$ cat src/rtl/lsq_ordered_buffer.sv
// In-order load/store queue: dispatch enqueue, operand capture, store commit, single-outstanding
// memory issue from the head, and a registered CDB broadcast for completed loads.
module lsq_ordered_buffer #(
   parameter int unsigned DEPTH = 16,
   parameter int unsigned IDX_W = 4,
   parameter int unsigned ROB_W = 5
) (
   input  logic             clk_in,
   input  logic             rst_in,
   input  logic             rdy_in,
   input  logic             clear_in,
   input  logic             disp_valid,
   input  logic             disp_is_store,
   input  logic [2:0]       disp_op,
   input  logic [ROB_W-1:0] disp_rob_id,
   output logic             full,
   input  logic             opnd_valid,
   input  logic [ROB_W-1:0] opnd_rob_id,
   input  logic [31:0]      opnd_addr,
   input  logic [31:0]      opnd_data,
   input  logic             commit_store,
   output logic             mem_req_valid,
   output logic             mem_req_wr,
   output logic [1:0]       mem_req_size,
   output logic [31:0]      mem_req_addr,
   output logic [31:0]      mem_req_data,
   input  logic             mem_busy,
   input  logic             mem_done,
   input  logic [31:0]      mem_rdata,
   output logic             cdb_valid,
   output logic [ROB_W-1:0] cdb_rob_id,
   output logic [31:0]      cdb_value
);

   typedef enum logic [1:0] {StWaitOpnd, StWaitCommit, StReady, StIssued} ent_st_e;

   function automatic logic [31:0] mask_data(input logic [2:0] op, input logic [31:0] d);
      logic [31:0] r;
      case (op[1:0])
         2'b00:   r = {24'b0, d[7:0]};
         2'b01:   r = {16'b0, d[15:0]};
         default: r = d;
      endcase
      return r;
   endfunction

   function automatic logic [31:0] extend(input logic [2:0] op, input logic [31:0] d);
      logic [31:0] r;
      case (op)
         3'b000:  r = {{24{d[7]}}, d[7:0]};
         3'b001:  r = {{16{d[15]}}, d[15:0]};
         3'b100:  r = {24'b0, d[7:0]};
         3'b101:  r = {16'b0, d[15:0]};
         default: r = d;
      endcase
      return r;
   endfunction

   logic [IDX_W-1:0] head_q, head_d, tail_q, tail_d;
   logic [IDX_W:0]   count_q, count_d;
   logic             inflight_q, inflight_d, drop_q, drop_d;
   logic             cdb_valid_q, cdb_valid_d;
   logic [ROB_W-1:0] cdb_rob_q, cdb_rob_d;
   logic [31:0]      cdb_value_q, cdb_value_d;

   logic [DEPTH-1:0] valid_q, valid_d;
   ent_st_e          st_q    [DEPTH];
   ent_st_e          st_d    [DEPTH];
   logic             store_q [DEPTH];
   logic             store_d [DEPTH];
   logic [2:0]       op_q    [DEPTH];
   logic [2:0]       op_d    [DEPTH];
   logic [ROB_W-1:0] rob_q   [DEPTH];
   logic [ROB_W-1:0] rob_d   [DEPTH];
   logic [31:0]      addr_q  [DEPTH];
   logic [31:0]      addr_d  [DEPTH];
   logic [31:0]      data_q  [DEPTH];
   logic [31:0]      data_d  [DEPTH];

   logic head_ready, pop, absorb, push;

   assign full       = (count_q == (IDX_W+1)'(DEPTH));
   assign head_ready = valid_q[head_q] && (st_q[head_q] == StReady);
   assign mem_req_valid = rdy_in && !rst_in && !clear_in && head_ready && !inflight_q && !mem_busy;
   assign pop    = inflight_q && mem_done && !drop_q;
   assign absorb = inflight_q && mem_done && drop_q;
   // A pop frees the head slot, so a full queue may still accept a same-cycle dispatch.
   assign push   = disp_valid && (!full || pop) && !clear_in;

   assign cdb_valid  = cdb_valid_q;
   assign cdb_rob_id = cdb_rob_q;
   assign cdb_value  = cdb_value_q;

   always_comb begin
      mem_req_wr   = 1'b0;
      mem_req_size = 2'b00;
      mem_req_addr = 32'b0;
      mem_req_data = 32'b0;
      if (mem_req_valid) begin
         mem_req_wr   = store_q[head_q];
         mem_req_size = (op_q[head_q][1:0] == 2'b10) ? 2'b11 : op_q[head_q][1:0];
         mem_req_addr = addr_q[head_q];
         mem_req_data = store_q[head_q] ? mask_data(op_q[head_q], data_q[head_q]) : 32'b0;
      end
   end

   always_comb begin : p_next
      logic [IDX_W-1:0] idx, start;
      logic [IDX_W:0]   run_len, rem;
      logic             run_open, keep, commit_pending;
      head_d      = head_q;
      tail_d      = tail_q;
      count_d     = count_q;
      inflight_d  = inflight_q;
      drop_d      = drop_q;
      cdb_valid_d = 1'b0;
      cdb_rob_d   = cdb_rob_q;
      cdb_value_d = cdb_value_q;
      valid_d     = valid_q;
      st_d        = st_q;
      store_d     = store_q;
      op_d        = op_q;
      rob_d       = rob_q;
      addr_d      = addr_q;
      data_d      = data_q;
      idx            = '0;
      start          = '0;
      run_len        = '0;
      rem            = '0;
      run_open       = 1'b0;
      keep           = 1'b0;
      commit_pending = commit_store;

      if (clear_in) begin
         // Keep only the committed stores at the head; they are architecturally retired.
         start    = pop ? head_q + IDX_W'(1) : head_q;
         rem      = count_q - (IDX_W+1)'(pop);
         run_open = 1'b1;
         for (int i = 0; i < DEPTH; i++) begin
            idx  = start + IDX_W'(i);
            keep = run_open && ((IDX_W+1)'(i) < rem) && valid_q[idx] && store_q[idx] &&
                   ((st_q[idx] == StReady) || (st_q[idx] == StIssued));
            run_open     = keep;
            valid_d[idx] = keep;
            run_len      = run_len + (IDX_W+1)'(keep);
         end
         head_d     = start;
         tail_d     = start + run_len[IDX_W-1:0];
         count_d    = run_len;
         inflight_d = inflight_q && !pop && !absorb;
         if (absorb) begin
            drop_d = 1'b0;
         end else if (!pop && valid_q[head_q] && !store_q[head_q] && (st_q[head_q] == StIssued)) begin
            drop_d = 1'b1;
         end
      end else begin
         for (int i = 0; i < DEPTH; i++) begin
            if (opnd_valid && valid_q[i] && (st_q[i] == StWaitOpnd) && (rob_q[i] == opnd_rob_id)) begin
               addr_d[i] = opnd_addr;
               if (store_q[i]) begin
                  data_d[i] = mask_data(op_q[i], opnd_data);
                  st_d[i]   = StWaitCommit;
               end else begin
                  st_d[i] = StReady;
               end
            end
         end
         // Searching the post-operand state lets a same-cycle operand and commit meet.
         for (int i = 0; i < DEPTH; i++) begin
            idx = head_q + IDX_W'(i);
            if (commit_pending && valid_q[idx] && store_q[idx] && (st_d[idx] == StWaitCommit)) begin
               st_d[idx]      = StReady;
               commit_pending = 1'b0;
            end
         end
         if (mem_req_valid) begin
            st_d[head_q] = StIssued;
            inflight_d   = 1'b1;
         end
         if (pop) begin
            valid_d[head_q] = 1'b0;
            head_d          = head_q + IDX_W'(1);
            inflight_d      = 1'b0;
            if (!store_q[head_q]) begin
               cdb_valid_d = 1'b1;
               cdb_rob_d   = rob_q[head_q];
               cdb_value_d = extend(op_q[head_q], mem_rdata);
            end
         end
         if (absorb) begin
            inflight_d = 1'b0;
            drop_d     = 1'b0;
         end
         if (push) begin
            valid_d[tail_q] = 1'b1;
            st_d[tail_q]    = StWaitOpnd;
            store_d[tail_q] = disp_is_store;
            op_d[tail_q]    = disp_op;
            rob_d[tail_q]   = disp_rob_id;
            addr_d[tail_q]  = 32'b0;
            data_d[tail_q]  = 32'b0;
            tail_d          = tail_q + IDX_W'(1);
         end
         count_d = count_q + (IDX_W+1)'(push) - (IDX_W+1)'(pop);
      end
   end

   always_ff @(posedge clk_in) begin
      if (rst_in) begin
         head_q      <= '0;
         tail_q      <= '0;
         count_q     <= '0;
         inflight_q  <= 1'b0;
         drop_q      <= 1'b0;
         cdb_valid_q <= 1'b0;
         cdb_rob_q   <= '0;
         cdb_value_q <= '0;
         valid_q     <= '0;
      end else if (rdy_in) begin
         head_q      <= head_d;
         tail_q      <= tail_d;
         count_q     <= count_d;
         inflight_q  <= inflight_d;
         drop_q      <= drop_d;
         cdb_valid_q <= cdb_valid_d;
         cdb_rob_q   <= cdb_rob_d;
         cdb_value_q <= cdb_value_d;
         valid_q     <= valid_d;
      end
   end

   // Payload is qualified by valid_q, so it needs no reset.
   always_ff @(posedge clk_in) begin
      if (rdy_in) begin
         st_q    <= st_d;
         store_q <= store_d;
         op_q    <= op_d;
         rob_q   <= rob_d;
         addr_q  <= addr_d;
         data_q  <= data_d;
      end
   end

endmodule

$ cat config.mk
export PLATFORM = sky130hd
export DESIGN_NAME = lsq_ordered_buffer
export DESIGN_NICKNAME = d
export VERILOG_FILES = /design/src/rtl/lsq_ordered_buffer.sv
export SDC_FILE = /design/constraint.sdc
export NUM_CORES = 2
export LEC_CHECK = 0
export BUFFER_PORTS_ARGS = -buffer_cell sky130_fd_sc_hd__buf_4
export CORE_MARGIN = 1
export CORE_UTILIZATION = 40
export DETAILED_ROUTE_END_ITERATION = 16
export GPL_TIMING_DRIVEN = 0
export PLACE_DENSITY = 0.63
export SYNTH_ARGS = -nofsm -noshare
export SYNTH_HDL_FRONTEND = slang
export SYNTH_SLANG_ARGS = --single-unit
$ cat constraint.sdc
create_clock -name clk_in -period 237.6 [get_ports clk_in]
set_clock_uncertainty 0.05 [all_clocks]
set_input_delay 59.4 -clock clk_in [delete_from_list [all_inputs] [get_ports clk_in]]
set_output_delay 59.4 -clock clk_in [all_outputs]
set_load 0.05 [all_outputs]
=== Word-level counts from Yosys, hierarchy flattened ===
Cells that the tools add are included.

* Register bits: 1269
* Logic and storage cells: 1338
* Output and inout port bits: 107

* Muxes and demuxes: 606
* Reduce and logical (&&, ||, !) cells: 280
* Add/subtract/negate cells: 50
* Order comparisons: 117
* Bitwise operators: 92
* Eq/ne operators: 88

{| class="wikitable"
|+ Operator list
! kind !! count
|-
| $mux W32 || 123
|-
| $pmux W32 S2 || 17
|-
| $and A512 B512 Y512 || 2
|-
| $mux W512 || 2
|-
| $not A512 Y512 || 1
|-
| $and A16 B16 Y16 || 17
|-
| $bwmux W16 || 17
|-
| $not A16 Y16 || 17
|-
| $or A16 B16 Y16 || 17
|-
| $mux W2 || 133
|-
| $bmux W2 S4 || 33
|-
| $bmux W1 S4 || 64
|-
| $bmux W32 S4 || 2
|-
| $logic_and A1 B1 Y1 || 210
|-
| $ge A5 B5 Y1 const B || 33
|-
| $lt A4 B5 Y1 const B || 33
|-
| $not A4 Y5 || 33
|-
| $mux W1 || 157
|-
| $demux W2 S4 || 17
|-
| $demux W32 S4 || 1
|-
| $pmux W32 S4 || 1
|-
| $lt A5 B1 Y1 const B || 17
|-
| $bwmux W80 || 1
|-
| $eq A5 B5 Y1 || 16
|-
| other kinds (44) || 269
|}

=== Depth between registers and ports, before layout ===
* Depth after elaboration: 122
* Mapped depth: 74

=== Least setup slack after synthesis ===
No wires, ideal clock.

* Path kind: input-to-output
* Start point: input port clear_in
* End point: output port mem_req_data[9]
* Path buffers: 2
* Stages: 7
* Data arrival time: 105.819 ns
* Data required time: 178.150 ns
* Setup slack: 72.331 ns
* Cell sequence: clkbuf_1 nor2_1 nand2_1 or3_1 nor2_1 clkbuf_1 and3_1

* Longest elaborated chain between the ends: 6

{| class="wikitable"
|+ Ends and longest elaborated chain
! element !! RTL line !! source
|-
| from (decl) || 11 || <nowiki>input logic clear_in,</nowiki>
|-
| $logic_not A1 Y1 || 84 || <nowiki>assign mem_req_valid = rdy_in && !rst_in && !clear_in && head_ready && !inflight_q && !mem_busy;</nowiki>
|-
| $logic_and A1 B1 Y1 (4 in a row) || 84 ||
|-
| $mux W32 || 99 || <nowiki>if (mem_req_valid) begin</nowiki>
|-
| to (decl) || 26 || <nowiki>output logic [31:0] mem_req_data,</nowiki>
|}

Every way passes these cells.

=== Worst setup path after layout ===
* Start point: input port clear_in
* End point: output port mem_req_size[1]

* Longest elaborated chain between the ends: 6

{| class="wikitable"
|+ Ends and longest elaborated chain
! element !! RTL line !! source
|-
| $logic_not A1 Y1 || 84 ||
|-
| $logic_and A1 B1 Y1 (4 in a row) || 84 ||
|-
| $mux W2 || 99 ||
|-
| to (decl) || 24 || <nowiki>output logic [1:0] mem_req_size,</nowiki>
|}

Every way passes these cells.

==> results.txt <==
For this configuration, the core starts out at a cell density of 40.3%. The number of cell instances on the worst register-to-register path came out at 64. met2 is the most crowded layer. The number of unique standard cell types used by synthesis is 126. The post-synthesis compound-gate area fraction is 14.8%. The growth of design area from synthesis to finish is 13.4%.

The run finished, with violations left. The number of buffers added to fix hold violations after cts is 0. The final hold violation count came to 0. The most frequent cell after synthesis is sky130_fd_sc_hd__nand2_1.

After synthesis, the largest family of logic cells by area is simple AND/OR/NAND/NOR gates. The startpoint identified for the worst register-to-register timing path is head_q[0]$_SDFFE_PP0P_. In this run the most critical hold path is launched from cdb_value[7]$_SDFFE_PP0P_. The height of the die came out at 453 um. By count the netlist is led by sky130_fd_sc_hd__nand2_1 (1,772), sky130_fd_sc_hd__edfxtp_1 (1,200), sky130_fd_sc_hd__a21oi_1 (1,066). The worst path needs 122.97 ns of the cycle, external delays included. The site row count came out at 165. The number of buffers inserted by port buffering came out at 187. The number of antenna violations at the first check in global routing is 39. The synthesized-area fraction occupied by xor and xnor cells came out at 1.41%. The endpoint identified for the worst register-to-register timing path is st_q[18]$_DFFE_PP_. Across all layers, the routed design uses 79,400 vias. The source-to-sink clock delay at the later pin of the worst-skew pair came out at 0.84 ns. The internal power consumption came out at 0.394 mW.

The power share of the sequential group is 47.8%. The relative slew slack came out at -12.7%. The logic gate share of total power came out at 10.1%.

The ratio of cells with drive above 1 in the final layout is 12.4%. The violation count after the first detailed-routing iteration is 13,300. The register clock-pin slew on the reported worst setup and hold paths is 0.06 ns.

Net switching is 26.9% of the power. The horizontal extent of the die came out at 453 um. The number of slew-limit violations in the final report came out at 60.

TritonCTS built the clock tree. The multiplexer area fraction after synthesis came out at 13.9%. The total area of sequential cells is 37,400 um^2. The category of the worst setup path capture point is an output pin. The clock root buffer master is sky130_fd_sc_hd__clkbuf_16. During I/O placement, the number of pins put on the boundary was 226. Of the synthesized area, sequential elements account for 46.0%. The detailed-route vias per instance is 6.85. The met3 track demand over resource is 13.0%. Among cell families on the critical path, the largest total delay comes from simple AND/OR/NAND/NOR gates. The area of the die came out at 205,000 um^2. In the global route stage, met2 resource usage came out at 57.7%. The final cycle utilization of the critical path came out at 51.8%. Synthesis produced a netlist whose cell count is 8,374. The met1 usage is 54.3%.

Setup repair after global routing left no endpoint under its margin. The cell with the biggest individual delay on the critical path is sky130_fd_sc_hd__nor2b_1. The maximum buffer depth of the clock tree came out at 3. The slack of the worst reg-to-reg path came out at 208.66 ns. The share of synthesized cell area in full adder, half adder and majority cells is 1.05%. The largest total area in the synthesized netlist belongs to sky130_fd_sc_hd__edfxtp_1. The maximum clock frequency came out at 8.13 MHz. The number of inserted filler cells in the final layout is 19,100. The average detailed-routed wire length per instance is 37.4 um.

Traced cell by cell, the critical path runs through buf_4 > clkbuf_1 > nor2_4 > nand2_1 > or3_1 > clkbuf_1 > buf_1 > nor2b_1 > buf_4. The first global-routing pass estimated 590,000 um of wire. The destination of the worst hold path is cdb_value[7]$_SDFFE_PP0P_. The number of iterations in the first detailed-routing pass is 8.

The number of buffers created by CTS is 146. The critical path is of the in2out type. In this run the power density over the cells is 5.85 nW/um^2. At the end of routability-driven placement, the weighted congestion stood at 1.09. The area fraction of the dominant cell type after synthesis is 44.3%. Of all nets on the critical path, the largest fanout is 15. The post-synthesis share of cell area spent on and, or, nand and nor gates is 18.7%. For the worst setup path, the data required time is 178.15 ns. The post-layout instance count excluding filler cells came out at 11,600. The number of cells on the worst hold path came out at 2. Counting every sink on the clock net gives 1,269. Summing every instance area after synthesis gives 81,400 um^2.

The number of nets handed over by synthesis was 8,554. The number of gates resized after CTS was 0. The detailed-route wire length is 433,000 um. The layout net count is 8,962. Once the clock tree was built, the setup fixing pass inserted 0 buffers.

The number of enable-type register cells in the synthesized netlist came out at 1,200. Setup violations remaining at the end of the flow were counted as 0. The via count of the first global-routing pass is 72,700. The pin count of the biggest net entering global routing is 37. The setup TNS came out at 0 ns. The area of the core is 202,000 um^2. The slew at the pin with the worst max-slew slack is 1.68 ns. The share of power burned in the clock network came out at 42.1%. The async set or reset register ratio after synthesis is 0%.

The nature of the critical path startpoint is a primary input. The net switching component of the power is 0.145 mW. The maximum level of the CTS H-tree is 4. The number of max-capacitance violations reported came out at 8. For this run, the leading register cell type out of synthesis is sky130_fd_sc_hd__edfxtp_1. The total global routing track utilization came out at 41.1%. The count of buffer and inverter cells on the critical path is 5. The number of storage elements in the synthesis netlist is 1,269. The arrival time reported for the critical path endpoint is 63.52 ns.

The count of antenna-violating nets left after detailed routing came out at 0. The global-route congestion overflow total is 0. In the routed design, unresolved DRC markers number 0. The final reports fail on capacitance limit, slew limit. Across the VDD grid, the largest voltage drop is 8.47 uV. For this design the static power due to leakage is 30.6 nW.

The area of the multi-input gates came out at 40,700 um^2. The critical path's largest stage delay is 0.96 ns. By area the synthesized netlist is led by sky130_fd_sc_hd__edfxtp_1 (44%), sky130_fd_sc_hd__mux4_2 (11%), sky130_fd_sc_hd__nand2_1 (8.2%). In this run the worst hold path is classified as reg2reg. The worst hold slack is 0.406 ns. The cell count after placement came out at 11,300. The Yosys step of the flow raised 0 warnings. The post-synthesis area per instance is 9.71 um^2. The half-perimeter wire length of the detailed placement result is 328,000 um.
==> cell usage in the layout, fill, tap and decap left out, drive strengths merged, types with 24 or more instances in the layout <==
cell type  count
o211ai        69
o22ai         30
nor3         146
a21oi       1071
xnor2        103
buf          404
mux4         402
or2           46
o21ai        190
a311oi        25
nand3        526
nor2b         53
nor2         651
and2          45
diode         29
o31ai         35
ha            49
nand4         37
clkinv        75
nand2       1773
o2111ai       25
o41ai         24
mux2i        215
a31oi         77
o32ai         27
nor4          38
edfxtp      1200
inv          112
and3          52
or3           29
a22oi         26
a221oi        24
dfxtp         69
xor2          28
a211oi        79
clkbuf       789
o221ai        25
==> how the worst max path moves through the flow <==
stage                   from               to  slack, ns  cells past startpoint
global placement    clear_in  mem_req_size[1]      50.54                      9
CTS                 clear_in  mem_req_size[1]     114.81                      9
detailed placement  clear_in  mem_req_size[1]     114.86                      9
floorplan           clear_in  mem_req_data[9]      72.33                      7
global route        clear_in  mem_req_size[1]     114.75                      9
finish              clear_in  mem_req_size[1]     114.63                      9
==> flip-flops by register name, summed over array words and instances, names as in the netlist <==
| register | cells |
|---|---|
| cdb_value | 32 |
| rob_q | 80 |
| tail_q | 4 |
| store_q | 16 |
| count_q | 5 |
| head_q | 4 |
| cdb_valid | 1 |
| inflight_q | 1 |
| cdb_rob_id | 5 |
| drop_q | 1 |
| st_q | 32 |
| data_q | 512 |
| op_q | 48 |
| addr_q | 512 |
| valid_q | 16 |
==> area by class of cell <==
class                      count  area share [%]
clock inverter                90           0.908
sequential                  1269            40.6
tap                         2672            3.63
inverter                     107           0.436
multi-input combinational   6234            44.2
antenna                       29          0.0787
timing repair buffer         260            2.84
buffer                       764            3.27
clock buffer                 169            4.10
==> kinds of logic after synthesis <==
| family | after synthesis |
|---|---|
| simple gates | 3485 |
| compound gates | 1929 |
| flops | 1269 |
| buf+inv | 871 |
| mux | 628 |
| xor+xnor | 131 |
| fa+ha+maj | 61 |
==> routing by layer <==
layer | wire length, um | vias to the layer above
li1 | - | 32000
met1 | 163000 | 39600
met4 | 33300 | 28
met2 | 179000 | 6605
met3 | 57700 | 1280
met5 | 214 | -
==> worst min-delay path: cells and delay by family (launching register included) <==
family,cells,cell delay (ns)
compound gates,1,0.05
flops,1,0.31
simple gates,1,0.05
==> power groups by stage <==
stage | Sequential (mW) | Combinational (mW) | Clock (mW)
finish | 0.258 | 0.0545 | 0.227
global route | 0.259 | 0.0559 | 0.235
CTS | 0.258 | 0.0524 | 0.226
detailed placement | 0.263 | 0.0523 | 0
global placement | 0.282 | 0.0499 | 0
floorplan | 0.274 | 0.0296 | 0
==> per-stage QoR <==
step	power (mW)	area [um^2]	utilization, %	setup WS [ns]
2_1_floorplan	0.304	81400	-	72.33
3_3_place_gp	0.332	86100	42.6	50.54
3_5_place_dp	0.315	87500	43.3	114.86
4_1_cts	0.537	92100	45.6	114.81
5_1_grt	0.549	92200	45.6	114.75
6_report	0.540	92200	45.6	114.63
(Power assumes the default switching activity.)
